<file path="src/rtl/pipeline_hazard_ctrl.sv">
`default_nettype none
// ============================================================================
// Module      : pipeline_hazard_ctrl
// Description : Central stall/flush/forward sequencer for a 5-stage
//               (F, D, E, M, W) in-order pipeline.
//               - Drives hold (stall) and clear (flush) controls of every
//                 inter-stage register. stall=1 holds, flush=1 loads zero.
//               - Resolves load-use hazards, taken-branch redirects and
//                 multi-cycle data-memory waits. Priority, highest first:
//                 memory wait > branch > load-use.
//               - Generates the E-stage operand forwarding selects.
//               Optional feature macro: HAZARD_PERF_EN
//                 defined   -> adds stall_cycles, flush_events and
//                              mem_wait_cycles performance counters
//                 undefined -> those ports and counters are absent
// Parameters  : REG_ADDR_W   register index width
//               MISS_TIMEOUT max consecutive memory-wait cycles before
//                            mem_err is raised
//               CNT_W        performance counter width
// Ports       : clk                          rising-edge clock
//               rst                          synchronous reset, active low
//               rs1_d, rs2_d                 source regs of the D instr
//               rs1_e, rs2_e                 source regs of the E instr
//               rd_e, rd_m, rd_w             dest regs in E / M / W
//               load_e                       E instr is a load
//               regwrite_m, regwrite_w       M / W instr writes its rd
//               pcsrc_e                      taken branch/jump resolved in E
//               mem_busy_m                   data memory not ready for M
//               stall_f/d/e/m                hold PC, IF-ID, ID-EX, EX-MEM
//               flush_d/e/w                  clear IF-ID, ID-EX, MEM-WB
//               fwd_a_e, fwd_b_e             00 regfile, 10 from M, 01 from W
//               mem_err                      sticky memory-timeout flag
//               stall_cycles, flush_events,
//               mem_wait_cycles              perf counters (HAZARD_PERF_EN)
// Revision    : 1.0  initial release
// ============================================================================
module pipeline_hazard_ctrl #(
   parameter int REG_ADDR_W   = 5,
   parameter int MISS_TIMEOUT = 64,
   parameter int CNT_W        = 32
) (
   input  logic                  clk,
   input  logic                  rst,
   input  logic [REG_ADDR_W-1:0] rs1_d,
   input  logic [REG_ADDR_W-1:0] rs2_d,
   input  logic [REG_ADDR_W-1:0] rs1_e,
   input  logic [REG_ADDR_W-1:0] rs2_e,
   input  logic [REG_ADDR_W-1:0] rd_e,
   input  logic [REG_ADDR_W-1:0] rd_m,
   input  logic [REG_ADDR_W-1:0] rd_w,
   input  logic                  load_e,
   input  logic                  regwrite_m,
   input  logic                  regwrite_w,
   input  logic                  pcsrc_e,
   input  logic                  mem_busy_m,
   output logic                  stall_f,
   output logic                  stall_d,
   output logic                  stall_e,
   output logic                  stall_m,
   output logic                  flush_d,
   output logic                  flush_e,
   output logic                  flush_w,
   output logic [1:0]            fwd_a_e,
   output logic [1:0]            fwd_b_e,
   output logic                  mem_err
`ifdef HAZARD_PERF_EN
   ,
   output logic [CNT_W-1:0]      stall_cycles,
   output logic [CNT_W-1:0]      flush_events,
   output logic [CNT_W-1:0]      mem_wait_cycles
`endif
);

   // ------------------------------------------------------------------------
   // Elaboration-time parameter sanity
   // ------------------------------------------------------------------------
   if (MISS_TIMEOUT < 1) begin : g_chk_timeout
      $error("pipeline_hazard_ctrl: MISS_TIMEOUT must be at least 1");
   end

   if (CNT_W < 1) begin : g_chk_cnt_w
      $error("pipeline_hazard_ctrl: CNT_W must be at least 1");
   end

   // ------------------------------------------------------------------------
   // Constants and state
   // ------------------------------------------------------------------------
   // Counter wide enough to hold MISS_TIMEOUT itself (saturation value).
   localparam int c_wcnt_w = $clog2(MISS_TIMEOUT + 1);
   localparam logic [c_wcnt_w-1:0] c_miss_timeout = c_wcnt_w'(MISS_TIMEOUT);
   localparam logic [c_wcnt_w-1:0] c_wcnt_one     = c_wcnt_w'(1);

   typedef enum logic [0:0] {
      ST_RUN      = 1'b0,
      ST_MEM_WAIT = 1'b1
   } state_t;

   state_t                r_state;
   logic [c_wcnt_w-1:0]   r_wait_cnt;
   logic                  r_pend_br;
   logic                  r_mem_err;

   state_t                w_next_state;
   logic [c_wcnt_w-1:0]   w_wait_cnt_next;
   logic                  w_pend_br_next;
   logic                  w_err_set;
   logic                  w_load_use;

   // ------------------------------------------------------------------------
   // Hazard detection
   // ------------------------------------------------------------------------
   // x0 is hard-wired zero, so a load targeting it never creates a hazard.
   assign w_load_use = load_e && (rd_e != '0) &&
                       ((rd_e == rs1_d) || (rd_e == rs2_d));

   // ------------------------------------------------------------------------
   // Stall / flush sequencing (outputs are combinational from state+inputs)
   // ------------------------------------------------------------------------
   always_comb begin
      stall_f         = 1'b0;
      stall_d         = 1'b0;
      stall_e         = 1'b0;
      stall_m         = 1'b0;
      flush_d         = 1'b0;
      flush_e         = 1'b0;
      flush_w         = 1'b0;
      w_next_state    = r_state;
      w_wait_cnt_next = r_wait_cnt;
      w_pend_br_next  = r_pend_br;
      w_err_set       = 1'b0;

      if (rst) begin
         unique case (r_state)
            ST_RUN: begin
               if (mem_busy_m) begin
                  // Full freeze; the instr in M must not retire into W, so
                  // MEM-WB is cleared instead of held.
                  stall_f         = 1'b1;
                  stall_d         = 1'b1;
                  stall_e         = 1'b1;
                  stall_m         = 1'b1;
                  flush_w         = 1'b1;
                  w_next_state    = ST_MEM_WAIT;
                  w_wait_cnt_next = c_wcnt_one;
                  // A redirect seen in the first frozen cycle must survive
                  // until the release cycle as well.
                  w_pend_br_next  = pcsrc_e;
                  w_err_set       = (c_wcnt_one == c_miss_timeout);
               end else if (pcsrc_e) begin
                  // The D instr is wrong-path and gets squashed, which also
                  // makes any load-use hazard against it irrelevant.
                  flush_d = 1'b1;
                  flush_e = 1'b1;
               end else if (w_load_use) begin
                  // Hold F and D one cycle, inject a single bubble into E.
                  stall_f = 1'b1;
                  stall_d = 1'b1;
                  flush_e = 1'b1;
               end
            end

            ST_MEM_WAIT: begin
               if (mem_busy_m) begin
                  stall_f        = 1'b1;
                  stall_d        = 1'b1;
                  stall_e        = 1'b1;
                  stall_m        = 1'b1;
                  flush_w        = 1'b1;
                  // Redirects are remembered, not acted on, while frozen.
                  w_pend_br_next = r_pend_br | pcsrc_e;
                  if (r_wait_cnt != c_miss_timeout) begin
                     w_wait_cnt_next = r_wait_cnt + c_wcnt_one;
                  end
                  w_err_set = (w_wait_cnt_next == c_miss_timeout);
               end else begin
                  // Release cycle: stalls drop and any redirect seen during
                  // the freeze is applied now.
                  flush_d         = pcsrc_e | r_pend_br;
                  flush_e         = pcsrc_e | r_pend_br;
                  w_next_state    = ST_RUN;
                  w_wait_cnt_next = '0;
                  w_pend_br_next  = 1'b0;
               end
            end

            default: begin
               w_next_state = ST_RUN;
            end
         endcase
      end
   end

   // ------------------------------------------------------------------------
   // Registered sequencer state
   // ------------------------------------------------------------------------
   always_ff @(posedge clk) begin
      if (!rst) begin
         r_state    <= ST_RUN;
         r_wait_cnt <= '0;
         r_pend_br  <= 1'b0;
         r_mem_err  <= 1'b0;
      end else begin
         r_state    <= w_next_state;
         r_wait_cnt <= w_wait_cnt_next;
         r_pend_br  <= w_pend_br_next;
         if (w_err_set) begin
            r_mem_err <= 1'b1;
         end
      end
   end

   assign mem_err = r_mem_err;

   // ------------------------------------------------------------------------
   // E-stage operand forwarding (M has priority: it holds the newer value)
   // ------------------------------------------------------------------------
   always_comb begin
      fwd_a_e = 2'b00;
      fwd_b_e = 2'b00;

      if (regwrite_m && (rd_m != '0) && (rd_m == rs1_e)) begin
         fwd_a_e = 2'b10;
      end else if (regwrite_w && (rd_w != '0) && (rd_w == rs1_e)) begin
         fwd_a_e = 2'b01;
      end

      if (regwrite_m && (rd_m != '0) && (rd_m == rs2_e)) begin
         fwd_b_e = 2'b10;
      end else if (regwrite_w && (rd_w != '0) && (rd_w == rs2_e)) begin
         fwd_b_e = 2'b01;
      end
   end

`ifdef HAZARD_PERF_EN
   // ------------------------------------------------------------------------
   // Performance counters (wrap naturally at 2^CNT_W)
   // ------------------------------------------------------------------------
   logic [CNT_W-1:0] r_stall_cycles;
   logic [CNT_W-1:0] r_flush_events;
   logic [CNT_W-1:0] r_mem_wait_cycles;

   always_ff @(posedge clk) begin
      if (!rst) begin
         r_stall_cycles    <= '0;
         r_flush_events    <= '0;
         r_mem_wait_cycles <= '0;
      end else begin
         if (stall_f) begin
            r_stall_cycles <= r_stall_cycles + 1'b1;
         end
         // flush_d is only ever raised by a redirect, so it marks exactly
         // the branch-caused flush_e cycles (load-use bubbles excluded).
         if (flush_d) begin
            r_flush_events <= r_flush_events + 1'b1;
         end
         if (r_state == ST_MEM_WAIT) begin
            r_mem_wait_cycles <= r_mem_wait_cycles + 1'b1;
         end
      end
   end

   assign stall_cycles    = r_stall_cycles;
   assign flush_events    = r_flush_events;
   assign mem_wait_cycles = r_mem_wait_cycles;
`endif

endmodule
`default_nettype wire

</file>
<file path="config.mk">
export PLATFORM = sky130hd
export DESIGN_NAME = pipeline_hazard_ctrl
export DESIGN_NICKNAME = d
export VERILOG_FILES = /design/src/rtl/pipeline_hazard_ctrl.sv
export SDC_FILE = /design/constraint.sdc
export NUM_CORES = 1
export LEC_CHECK = 0
export ABC_AREA = 1
export ABC_CLOCK_PERIOD_IN_PS = 1500
export CAP_MARGIN = 20
export CORE_MARGIN = 4
export CORE_UTILIZATION = 40
export CTS_CLUSTER_DIAMETER = 100
export DETAILED_ROUTE_END_ITERATION = 12
export PLACE_DENSITY = 0.82
export SLEW_MARGIN = 30
export SYNTH_ARGS = -nofsm -noshare
export SYNTH_HDL_FRONTEND = slang
export SYNTH_SLANG_ARGS = --single-unit
</file>
<file path="constraint.sdc">
create_clock -name clk -period 1.5 [get_ports clk]
set_input_delay 0.225 -clock clk [delete_from_list [all_inputs] [get_ports clk]]
set_output_delay 0.225 -clock clk [all_outputs]
set_load 0.1 [all_outputs]
</file>
==> results of run 1 <==
final timing paths:
| kind | depth (start not counted) | to | slack [ns] |
|---|---|---|---|
| setup / recovery | 6 | flush_e | -0.13 |
| hold / removal | 3 | r_pend_br | 0.49 |
| setup reg to reg | 8 | mem_err | 0.03 |
| hold reg to reg | 2 | mem_err | 0.52 |
worst max-delay path: stages (launching register included):
cell and delay [ns]:
sky130_fd_sc_hd__dfxtp_4 0.36, sky130_fd_sc_hd__nand2_2 0.07, sky130_fd_sc_hd__inv_2 0.06, sky130_fd_sc_hd__nor3_4 0.20, sky130_fd_sc_hd__nand4_1 0.16, sky130_fd_sc_hd__nand2_2 0.11
sky130_fd_sc_hd__buf_12 0.17
layout make-up:
type,instances,area (um^2),area share
multi-input cells,140,988,0.462
repair buffers,77,754,0.353
clock buffers,4,36.3,0.0170
flip-flops and latches,10,213,0.0995
well taps,30,37.5,0.0176
inverters,26,109,0.0509
power groups by stage:
stage | logic [W] | registers, W | clock network (W)
2_1_floorplan | 0.000245 | 0.000281 | 0
3_3_place_gp | 0.000493 | 0.000283 | 0
3_5_place_dp | 0.000503 | 0.000283 | 0
6_report | 0.000526 | 0.000278 | 0.000251
4_1_cts | 0.000506 | 0.000277 | 0.000252
5_1_grt | 0.000558 | 0.000278 | 0.000264
state kept, by name (all words and copies together), names as in the netlist:
signal and cells:
mem_err 1, r_pend_br 1, r_state 1, r_wait_cnt 7
metrics by stage:
step / hold WS, ns / area (um^2) / TNS [ns] / power [W]
finish: 0.487 / 2140 / -0.198 / 0.00105
global route: 0.506 / 2140 / -0.833 / 0.00110
CTS: 0.417 / 2100 / -0.131 / 0.00104
detailed placement: 0.487 / 2010 / -3.78 / 0.000785
global placement: 0.485 / 2010 / -3.24 / 0.000776
floorplan: 0.365 / 1210 / -1.07 / 0.000526
cells by family (layout without fill, tap and decap cells):
logic type | after synthesis | after routing | share of synthesized area
AO/OA/AOI/OAI | 17 | 17 | 0.0942
XOR/XNOR | 25 | 25 | 0.199
adder cells (fa/ha/maj) | 2 | 2 | 0.0227
buffers and inverters | 30 | 107 | 0.119
flip-flops | 10 | 10 | 0.182
AND/OR/NAND/NOR | 96 | 96 | 0.384
routing by layer:
layer	vias up	share of wire
li1	726	-
met1	687	0.37
met2	74	0.53
met3	15	0.071
met4	0	0.025
met5	-	0
synth_stat cells:
cell type | number | share of area
sky130_fd_sc_hd__o21bai_2 | 1 | 0.010
sky130_fd_sc_hd__o211ai_1 | 2 | 0.014
sky130_fd_sc_hd__dfxtp_1 | 10 | 0.18
sky130_fd_sc_hd__xor2_1 | 11 | 0.087
sky130_fd_sc_hd__nor2_2 | 1 | 0.0057
sky130_fd_sc_hd__nor3_1 | 7 | 0.032
sky130_fd_sc_hd__xnor2_1 | 14 | 0.11
sky130_fd_sc_hd__nand2_4 | 1 | 0.010
sky130_fd_sc_hd__ha_1 | 2 | 0.023
sky130_fd_sc_hd__nor2_1 | 20 | 0.068
sky130_fd_sc_hd__or2_1 | 1 | 0.0057
sky130_fd_sc_hd__inv_2 | 1 | 0.0034
sky130_fd_sc_hd__a21oi_1 | 6 | 0.027
sky130_fd_sc_hd__nand4_1 | 9 | 0.051
sky130_fd_sc_hd__nand3_1 | 11 | 0.050
sky130_fd_sc_hd__buf_4 | 3 | 0.020
sky130_fd_sc_hd__nand2_2 | 1 | 0.0057
sky130_fd_sc_hd__or2_0 | 1 | 0.0057
sky130_fd_sc_hd__inv_1 | 24 | 0.082
sky130_fd_sc_hd__o21ai_2 | 1 | 0.0079
sky130_fd_sc_hd__nand2_1 | 44 | 0.15
sky130_fd_sc_hd__clkinv_1 | 1 | 0.0034
sky130_fd_sc_hd__buf_6 | 1 | 0.010
sky130_fd_sc_hd__o21ai_0 | 6 | 0.027
sky130_fd_sc_hd__a21oi_2 | 1 | 0.0079
what timing repair did:
| action | 4_1_cts | 5_1_grt |
|---|---|---|
| pin swaps | 33 | 24 |
| setup endpoints to repair | 12 | 9 |
| gates cloned | 0 | 0 |
| setup buffers | 2 | 3 |
| resized for setup | 133 | 24 |
==> out/results.md, run 1 <==
| Quantity | This run |
|---|---|
| Peak VDD IR | 0.644 mV |
| Leftover overflow at the end of global routing | 0 |
| Max transition margin | 0.822 |
| CP Class | flop to primary output |
| Post-synthesis instance area | 1100 um^2 |
| Width of the chip | 60.5 um |
| Leakage power total | 1.01 nW |
| Highest-utilization routing layer at the global route stage | met2 |
| I/O pins | 54 |
| Fraction of layout cells with a size suffix above 1 | 0.432 |
| Met1 layer usage reported by global route | 0.261 |
| Critical-path maximum fanout | 4 |
| Post-route setup slack | -0.128 ns |
| Critical Path Sink Type | primary output |
| Clock input transition at the sequential cells of the worst setup and hold paths | 0.06 ns |
| Hold Fails Final Rpt | 0 |
| Fraction of met2 tracks used by global routing | 0.465 |
| Max-cap violations | 0 |
| Pin count of the biggest net entering global routing | 9 |
| Placed wire-length estimate | 2930 um |
| Power density normalized to cell area | 493 nW/um^2 |
| Nets@finish | 302 |
| Max-slew violations | 0 |
| Clock latency of the later-clocked register in the worst-skew pair | 0.28 ns |
| First drt pass iteration count | 5 |
| Count of routing violations after the opening detailed-route iteration | 85 |
| Filler cells | 132 |
| Std-Cell Rows | 18 |
| Critical path data required time | 1.27 ns |
| Maximum achievable frequency | 614 MHz |
| Net count after synthesis | 224 |
| Part of the total power dissipated in combinational logic | 0.498 |
| Hold-fix buffers at CTS | 0 |
| P&R area growth vs syn | 94.0% |
| FF+latch count, synth | 10 |
| Type of the tightest min-delay check | input port to flop |
| Launching point of the worst reg2reg path | r_wait_cnt[1] |
| Switching power total | 0.000395 W |
| Clk pwr share | 0.238 |
| Global-route wire length before repair | 6610 um |
| Most used cells in the layout excluding fill and tap cells | sky130_fd_sc_hd__nand2_1 (39), sky130_fd_sc_hd__buf_4 (20), sky130_fd_sc_hd__nor2_1 (18), sky130_fd_sc_hd__inv_1 (16), sky130_fd_sc_hd__buf_2 (16) |
| Clock sink total | 10 |
| Post-layout utilization of the core | 0.840 |
| Final worst-path cycle share | 1.09 |
| Global placement routability congestion | 0.895 |
| Drt drc | 0 |
| Number of setup violations in the final report | 5 |
| Initial antenna violation count | 0 |
| Failing checks | negative setup slack |
| Clk buf depth | 2 |
| Global-route usage over all layers | 0.246 |
| Average via count per standard cell | 5.23 |
| I/O Buffers | 53 |
| Root cell of the clock tree | sky130_fd_sc_hd__clkbuf_4 |
| Post-layout instance count excluding filler cells | 287 |
| Number of instances in the placed design | 279 |
| Detail-routed net length per standard cell | 15.0 um |
| Leading cell type in the layout, fill and taps excluded | sky130_fd_sc_hd__nand2_1 |
| Outcome | finished with violations |
| Antenna viol nets, final | 0 |
| Switching share of total power | 0.374 |
| Register area share after synthesis | 0.182 |
| Post-synthesis cell count | 180 |
| Min-Delay Startpoint | pcsrc_e |
| CP Launch Type | flop |
| CTS tree | built |
| Crit path launch | r_state |
| Std-Cell Core Area | 2540 um^2 |
| Tmin final | 1.63 ns |
| Number of CTS-inserted buffers | 3 |
| Via count | 1,502 |
| Total die area | 3660 um^2 |
| Warnings from Yosys | 0 |
| Setup repair after global routing missed its margin | true |
| Total wire length after detailed routing | 4310 um |
| Seq pwr share | 0.263 |
| Largest clock skew in the final design | 0.00881 ns |
| H-Tree Depth | 1 |
| Floorplan die height | 60.5 um |
| Mapped Avg Cell Area | 6.12 um^2 |
| Internal power contribution | 0.000660 W |
| Number of distinct library cell variants in the gate-level netlist after synthesis | 25 |
| Initial standard-cell utilization of the core | 0.433 |
| Worst slew pin tran | 0.266 ns |
| Diodes inserted | 0 |
| Met3 usage in global routing | 0.0596 |
| Number of global-route vias before repair | 1,506 |
| Arrival time at the worst endpoint | 1.40 ns |
| Worst slack at placement | -0.598 ns |
(Power assumes the default switching activity.)
==> run 2: changes to the inputs <==
- SETUP_SLACK_MARGIN: unset -> 0.02
==> out/results.md, run 2 (synthesized netlist as in run 1, its figures left out) <==
| Quantity | This run | Delta |
|---|---|---|
| Maximum single-stage delay on the critical path | 0.37 ns | about the same |
| Global placement routability congestion | 0.877 | -2.0% |
| Antenna viol nets, final | 0 | unchanged |
| Post-layout instance count excluding filler cells | 279 | -2.8% |
| Switching share of total power | 0.387 | +0.0127 |
| Most used cells in the layout excluding fill and tap cells | sky130_fd_sc_hd__nand2_1 (38), sky130_fd_sc_hd__nor2_1 (18), sky130_fd_sc_hd__inv_1 (16), sky130_fd_sc_hd__buf_2 (16), sky130_fd_sc_hd__buf_4 (13) |  |
| Worst slew pin tran | 0.278 ns | +0.0115 ns |
| CP Launch Type | flop |  |
| Count of routing violations after the opening detailed-route iteration | 81 | -4.7% |
| Most used cell, CP | sky130_fd_sc_hd__nor3_4 |  |
| Placed wire-length estimate | 2860 um | -2.5% |
| Setup repair after global routing missed its margin | true |  |
| Post-route total power | 0.00106 W | +0.16% |
| Nets@finish | 294 | -2.6% |
| Sum Neg Setup Slack | -0.244 ns | -0.0453 ns |
| Clk pwr share | 0.250 | +0.012 |
| Arrival time at the worst endpoint | 1.40 ns | about the same |
| R2r worst-path depth | 9 | +1 |
| Average via count per standard cell | 5.29 | +1.2% |
| Max transition margin | 0.814 | -0.00772 |
| Clock input transition at the sequential cells of the worst setup and hold paths | 0.08 ns | +0.02 ns |
| Critical Path Sink Type | primary output |  |
| Largest clock skew in the final design | 0.00231 ns | -0.00650 ns |
| Clock latency of the later-clocked register in the worst-skew pair | 0.28 ns | about the same |
| Initial antenna violation count | 0 | unchanged |
| Worst slack at placement | -0.555 ns | +0.0433 ns |
| H-Tree Depth | 1 | unchanged |
| Total die area | 3660 um^2 | unchanged |
| Part of the total power dissipated in combinational logic | 0.487 | -0.011 |
| Clk buf depth | 2 | unchanged |
| Failing checks | negative setup slack |  |
| Power density normalized to cell area | 511 nW/um^2 | +3.5% |
| First drt pass iteration count | 4 | -1 |
| Number of CTS-inserted buffers | 3 | unchanged |
| P&R area growth vs syn | 87.7% |  |
| Peak VDD IR | 0.798 mV | +24% |
| Width of the chip | 60.5 um | unchanged |
| Pin count of the biggest net entering global routing | 9 | unchanged |
| Leftover overflow at the end of global routing | 0 | unchanged |
| Clock sink total | 10 | unchanged |
| Most flop-heavy register | r_wait_cnt |  |
| Switching power total | 0.000409 W | +3.6% |
| Total wire length after detailed routing | 4140 um | -4.1% |
| Detail-routed net length per standard cell | 14.8 um | -1.3% |
| Leakage power total | 0.968 nW | -3.9% |
| CP Class | flop to primary output |  |
| Ordered cell list for the critical path | inv_2, nor3_4, nor3_4, nand4_1, nand2_2, buf_12 |  |
| Global-route wire length before repair | 6070 um | -8.1% |
| I/O pins | 54 | unchanged |
| Tmin final | 1.62 ns | -0.00621 ns |
| I/O Buffers | 53 | unchanged |
| Diodes inserted | 0 | unchanged |
| Max-cap violations | 0 | unchanged |
| Fraction of layout cells with a size suffix above 1 | 0.430 | -0.00219 |
| Drt drc | 0 | unchanged |
| Critical-path maximum fanout | 5 | +1 |
| Root cell of the clock tree | sky130_fd_sc_hd__clkbuf_4 |  |
| Worst reg-to-reg setup slack | 0 ns | -0.03 ns |
| Largest register FFs | 7 | unchanged |
| Std-Cell Core Area | 2540 um^2 | unchanged |
| Final worst-path cycle share | 1.08 | -0.00414 |
| Post-route setup slack | -0.122 ns | +0.00621 ns |
| Maximum achievable frequency | 616 MHz | +0.38% |
| Critical path data required time | 1.27 ns | about the same |
| Leading cell type in the layout, fill and taps excluded | sky130_fd_sc_hd__nand2_1 |  |
| Std-Cell Rows | 18 | unchanged |
| Max-slew violations | 0 | unchanged |
| Type of the tightest min-delay check | input port to flop |  |
| Internal power contribution | 0.000648 W | -1.9% |
| Via count | 1,477 | -1.7% |
| Number of setup violations in the final report | 5 | unchanged |
| Floorplan die height | 60.5 um | unchanged |
| Number of global-route vias before repair | 1,390 | -7.7% |
| Global-route usage over all layers | 0.219 | -0.0270 |
| Initial standard-cell utilization of the core | 0.433 | unchanged |
| Seq pwr share | 0.263 | about the same |
| Critical-path cell with the highest stage delay | sky130_fd_sc_hd__dfxtp_4 |  |
| Hold Path Depth | 4 | +1 |
| Outcome | finished with violations |  |
| Hold Fails Final Rpt | 0 | unchanged |
| Hold-fix buffers at CTS | 0 | unchanged |
| Fin Hold WS | 0.493 ns | +0.00646 ns |
| CTS tree | built |  |
| Number of instances in the placed design | 276 | -1.1% |
[run 2: power groups by stage]
| stage | clock [W] | combinational, W | sequential, W |
|---|---|---|---|
| 3_3_place_gp | 0 | 0.000487 | 0.000283 |
| 3_5_place_dp | 0 | 0.000498 | 0.000283 |
| 5_1_grt | 0.000273 | 0.000545 | 0.000278 |
| 6_report | 0.000264 | 0.000515 | 0.000278 |
| 2_1_floorplan | 0 | 0.000247 | 0.000281 |
| 4_1_cts | 0.000257 | 0.000499 | 0.000277 |
[run 2: worst paths after layout]
kind                 start       endpoint
min reg2reg  r_wait_cnt[6]  r_wait_cnt[6]
min                    rst      r_pend_br
max reg2reg  r_wait_cnt[1]        mem_err
max                r_state        flush_e
[run 2: critical path: cells and delay by family, from the launching register on]
kind                   cells  cell delay (ns)
AND/OR/NAND/NOR            4             0.48
flip-flops                 1             0.37
buffers and inverters      2             0.26
[run 2: final cells by class]
cell class | instances | area (um^2)
Multi-Input combinational cell | 140 | 993
Tap cell | 30 | 37.5
Clock buffer | 4 | 36.3
Timing Repair Buffer | 69 | 678
Sequential cell | 10 | 213
Fill cell | 162 | 475
Inverter | 26 | 111
[run 2: through the flow]
step                      utilization  area, um^2
after floorplan                     -        1210
final                           0.813        2070
after detailed placement        0.780        1980
after global routing            0.813        2070
after CTS                       0.810        2060
after global placement          0.780        1980
[run 2: per-layer routing]
metal  routed length [um]  part of all wire  vias to the layer above  track usage
li1                     -                 -                      712            -
met1                 1440              0.35                      656        0.248
met2                 2110              0.51                       89        0.424
met3                  432              0.10                       20       0.0404
met4                  149             0.036                        0       0.0402
met5                    0                 0                        -            0
[run 2: what timing repair did]
| item | CTS | global route |
|---|---|---|
| endpoints found under the setup margin | 12 | 9 |
| endpoints found under the hold margin | 0 | 0 |
| buffers inserted | 1 | 1 |
| gates resized for setup | 135 | 39 |
| pin swaps | 33 | 28 |
==> run 3: changes to the inputs <==
- CTS_CLUSTER_SIZE: unset -> 10
==> results of run 3 <==
Same layout as run 2: the final DEF is identical, and so are final timing and power.
